File: src/rtl/unpacked_result_serializer.sv
// Snapshots two unpacked result arrays on start and streams them out interleaved
// (x0, y0, x1, y1, ...) over valid/ready, with a per-frame checksum and a dropped-start counter.
module unpacked_result_serializer #(
  parameter  int WIDTH = 32,
  parameter  int DEPTH = 4,
  parameter  int CNT_W = 8,
  localparam int LEN   = 2 * DEPTH,
  localparam int IDX_W = (LEN > 1) ? $clog2(LEN) : 1
) (
  input  logic             clk,
  input  logic             rst,
  input  logic             start,
  input  logic [WIDTH-1:0] result_x [0:DEPTH-1],
  input  logic [WIDTH-1:0] result_y [0:DEPTH-1],
  output logic             out_valid,
  input  logic             out_ready,
  output logic [WIDTH-1:0] out_data,
  output logic [IDX_W-1:0] out_idx,
  output logic             out_last,
  output logic             busy,
  output logic             done,
  output logic [WIDTH-1:0] frame_sum,
  output logic [CNT_W-1:0] drop_cnt
);

  typedef enum logic {IDLE = 1'b0, SEND = 1'b1} state_e;

  localparam logic [IDX_W-1:0] LAST_IDX = IDX_W'(LEN - 1);

  state_e           state_q;
  logic [WIDTH-1:0] buf_q [0:LEN-1];
  logic [WIDTH-1:0] acc_q;
  logic [IDX_W-1:0] idx_d;
  logic             hs_s;
  logic             last_hs_s;
  logic             cap_s;

  assign hs_s      = out_valid && out_ready;
  assign last_hs_s = hs_s && out_last;
  // A start coinciding with the final handshake chains straight into the next frame.
  assign cap_s     = start && ((state_q == IDLE) || last_hs_s);
  assign idx_d     = out_idx + IDX_W'(1);
  assign busy      = (state_q == SEND);

  // Snapshot buffer: no reset needed, contents only matter after a capture.
  always_ff @(posedge clk) begin
    if (cap_s) begin
      for (int i = 0; i < DEPTH; i++) begin
        buf_q[2*i]   <= result_x[i];
        buf_q[2*i+1] <= result_y[i];
      end
    end
  end

  // Control FSM with registered stream outputs, checksum and drop counter.
  always_ff @(posedge clk or posedge rst) begin
    if (rst) begin
      state_q   <= IDLE;
      out_valid <= 1'b0;
      out_data  <= '0;
      out_idx   <= '0;
      out_last  <= 1'b0;
      done      <= 1'b0;
      frame_sum <= '0;
      drop_cnt  <= '0;
      acc_q     <= '0;
    end else begin
      done <= 1'b0;
      if (start && busy && !last_hs_s && (drop_cnt != {CNT_W{1'b1}})) begin
        drop_cnt <= drop_cnt + CNT_W'(1);
      end
      case (state_q)
        IDLE: begin
          if (start) begin
            state_q   <= SEND;
            out_valid <= 1'b1;
            out_data  <= result_x[0];
            out_idx   <= '0;
            out_last  <= 1'b0;
            acc_q     <= '0;
          end
        end
        SEND: begin
          if (hs_s) begin
            if (out_last) begin
              done      <= 1'b1;
              frame_sum <= acc_q + out_data;
              acc_q     <= '0;
              out_idx   <= '0;
              out_last  <= 1'b0;
              if (start) begin
                out_data <= result_x[0];
              end else begin
                state_q   <= IDLE;
                out_valid <= 1'b0;
              end
            end else begin
              acc_q    <= acc_q + out_data;
              out_idx  <= idx_d;
              out_data <= buf_q[idx_d];
              out_last <= (idx_d == LAST_IDX);
            end
          end
        end
        default: begin
          state_q   <= IDLE;
          out_valid <= 1'b0;
        end
      endcase
    end
  end

endmodule

File: config.mk
export PLATFORM = sky130hd
export DESIGN_NAME = unpacked_result_serializer
export DESIGN_NICKNAME = d
export VERILOG_FILES = /design/src/rtl/unpacked_result_serializer.sv
export SDC_FILE = /design/constraint.sdc
export NUM_CORES = 1
export LEC_CHECK = 0
export ABC_AREA = 1
export ABC_CLOCK_PERIOD_IN_PS = 25700
export CORE_MARGIN = 4
export CORE_UTILIZATION = 35
export CTS_BUF_LIST = sky130_fd_sc_hd__clkbuf_8 sky130_fd_sc_hd__clkbuf_16
export CTS_CLUSTER_SIZE = 30
export DETAILED_ROUTE_END_ITERATION = 16
export GPL_TIMING_DRIVEN = 0
export PLACE_DENSITY = 0.58
export SLEW_MARGIN = 20
export SYNTH_ARGS = -nofsm -noshare
export SYNTH_HDL_FRONTEND = slang
export SYNTH_SLANG_ARGS = --single-unit
export TNS_END_PERCENT = 50
File: constraint.sdc
create_clock -name clk -period 25.7 [get_ports clk]
set_input_delay 7.71 -clock clk [delete_from_list [all_inputs] [get_ports clk]]
set_output_delay 7.71 -clock clk [all_outputs]
set_load 0.02 [all_outputs]
==> run metrics <==
status completed; number of synthesized flops with an enable pin 256; # setup viols final 0; Layout Nets 2359; RSZ-0062 raised after global routing no; initial drt markers roughly 1200; most common cell in the synthesized netlist nand2_1; vias per cell just over 5; critical path type reg2out; Syn Inst Count between 1500 and 2000; gr usage total approximately 22%; dpl ws 15710 ps; TritonCTS clock tree built; Peak Freq 105 MHz; final setup margin 16170 ps; Main synth FF type edfxtp_1; CP top delay family buffers and inverters; largest net degree at the start of global routing 68; first drt pass iteration count 5; share of flip-flops with an asynchronous set or reset between 30 and 40%; vias post-DR about 14000; CTS Root Cell clkbuf_16; RePlAce Congestion 0.932; gr ovfl total 0; Die Span Y 228 um; FF+latch count, synth 367; Post-DP Area 21500 um^2; PD cells 124 nW/um^2; Max-cap violations 0; Reg clk slew, reported paths around 60 ps; Final ANT Viol Nets 0; Hold Path Class reg2reg; final hold violations 0; num rows 80; final worst-path cycle share 37.1%; HPWL after DPL 46000 um; Netlist cell types 42; sequential fraction of the synthesis area 61.9%; Routed WL 58700 um; Die W 228 um; cts hold-fix bufs 0; core area ~48000 um^2; CTS H-tree lvls 2; Mapped Nets 1963; clock sink count 367; crit-path cells clkdlybuf4s50_1; Yosys warnings 0; first-pass GRT wire length around 87000 um; Layout area overhead 35.4%; Starting Density between 30% and 40%; FILL cells 4482; CP max stage delay 770 ps; Finished Cell Area 22900 um^2; Die ar. 51900 um^2; number of global-route vias before repair 14100; required time worst endpoint 17990 ps; maximum VDD drop about 0.000047 V; post-DR wirelength/cell 21.6 um; placed insts approximately 2600; Final Util between 40% and 50%; cts bufs inserted 42; Max Slew Vio Count 0; top post-synthesis cells by area edfxtp_1 45%, dfrtp_1 16%, nand2_1 8.9%; initial antenna violation count 12; share of cells above drive strength 1 6.83%; Setup crit end kind output pin; crit path max fanout 6; WP buf/inv 1; register area 10500 um^2; critical path arrival 1820 ps; Tmin final 9530 ps; Syn Area/Cell 10.1 um^2; Clock Latency Late Sink 560 ps; Layout Cells excl Fill 2717; Slowest-stage cell, CP clkdlybuf4s50_1; Yosys top cell area share 45.5%; crit start category register; Max clock buf depth 3; Multi-input gate area 5440 um^2; post-cts sizing count 0; DR DRC count 0; WHS 469 ps; list of most frequent post-synthesis cells 399 x nand2_1, 256 x edfxtp_1, 181 x nor2_1, 156 x o21ai_0, 150 x inv_1; Top-Level Pins 339; mapped cell area about 17000 um^2; Leak Pwr 9.31 nW; IO Port Bufs 338; Post-CTS Setup Repair Bufs 0; slew at the pin closest to its max-slew limit 839 ps; Fin Clk Skew 25.9 ps; Worst slew margin 44.1%; Yosys top cell by area edfxtp_1
## metrics by stage
stage | setup TNS, ps | power [mW]
after detailed placement | 0 | 2.23
after global placement | -326910 | 2.23
after CTS | 0 | 2.85
after global routing | 0 | 3.03
final | 0 | 2.83
after floorplan | 0 | 1.68
## final timing paths
path	from	to	slack (ps)	cells after the start
max	busy$_DFF_PP0_	busy	16170	1
min	frame_sum[1]$_DFFE_PP0P_	frame_sum[1]$_DFFE_PP0P_	470	2
max reg2reg	out_idx[0]$_DFFE_PP0P_	out_data[30]$_DFFE_PP0P_	22530	12
min reg2reg	frame_sum[1]$_DFFE_PP0P_	frame_sum[1]$_DFFE_PP0P_	470	2
max in group asynchronous	rst	out_data[1]$_DFFE_PP0P_	17430	3
min in group asynchronous	rst	acc_q[16]$_DFFE_PP0P_	7560	2
## where the power goes
group          internal, mW  switching [mW]  total, mW
Clock                 0.371           0.238      0.609
Sequential            0.741          0.0965      0.837
Combinational         0.490           0.896       1.39
## layer usage
layer / global-route usage (%) / up-vias / part of all wire [%] / routed length [um]
li1: - / 6547 / - / -
met1: 28.8 / 6645 / 43 / 25100
met2: 37.3 / 458 / 48 / 28500
met3: 4.67 / 95 / 6.0 / 3510
met4: 6.22 / 10 / 2.7 / 1590
met5: 0 / - / 0.11 / 62
## area by class of cell
| cell class | instances | area share (%) |
|---|---|---|
| inverter | 158 | 2.62 |
| clock inverter | 28 | 1.13 |
| clock buffer | 48 | 5.05 |
| tap | 615 | 3.36 |
| antenna | 7 | 0.0765 |
| timing repair buffer | 352 | 16.5 |
| sequential | 367 | 45.7 |
| buffer | 75 | 1.79 |
| multi-input combinational | 1067 | 23.8 |
## placed cells by master, fill, tap and decap left out, types with 3 or more instances in the layout
cell,instances
o21ai_1,31
o22ai_1,6
nand4_1,23
dfrtp_1,111
inv_1,159
clkinv_2,10
edfxtp_1,256
a22o_1,8
o21ai_0,156
nand3b_1,5
diode_2,7
xor2_1,15
clkbuf_16,44
clkdlybuf4s50_1,338
nor3_1,4
buf_6,8
o211ai_1,23
nand3_1,70
ha_1,35
clkbuf_8,4
buf_4,10
o2111ai_1,7
nand2_1,399
nor2_1,181
bufinv_16,5
o221ai_1,49
xnor2_1,8
a21oi_1,27
clkbuf_1,31
buf_2,23
inv_2,7
o21bai_1,3
buf_16,14
## cells by family (layout without fill, tap and decap cells)
logic type      Yosys count  count (layout)  share of synthesized area (%)
fa+ha+maj                36              36                           2.71
buf+inv                 233             661                           5.95
compound gates          317             317                           11.5
xor+xnor                 24              24                           1.29
other cells               0               7                              0
flops                   367             367                           61.9
simple gates            690             690                           16.6
## registers in the layout (all words and copies together) (netlist names)
| register | cells |
|---|---|
| buf_q | 256 |
| acc_q | 32 |
| frame_sum | 32 |
| out_data | 32 |
| drop_cnt | 8 |
| out_idx | 3 |
| busy | 1 |
| done | 1 |
| out_last | 1 |
| out_valid | 1 |
## worst min-delay path: stages (launching register included)
cell and delay (ps):
dfrtp_1 340, nand2_1 50, nand2_1 40
(Power assumes the default switching activity.)
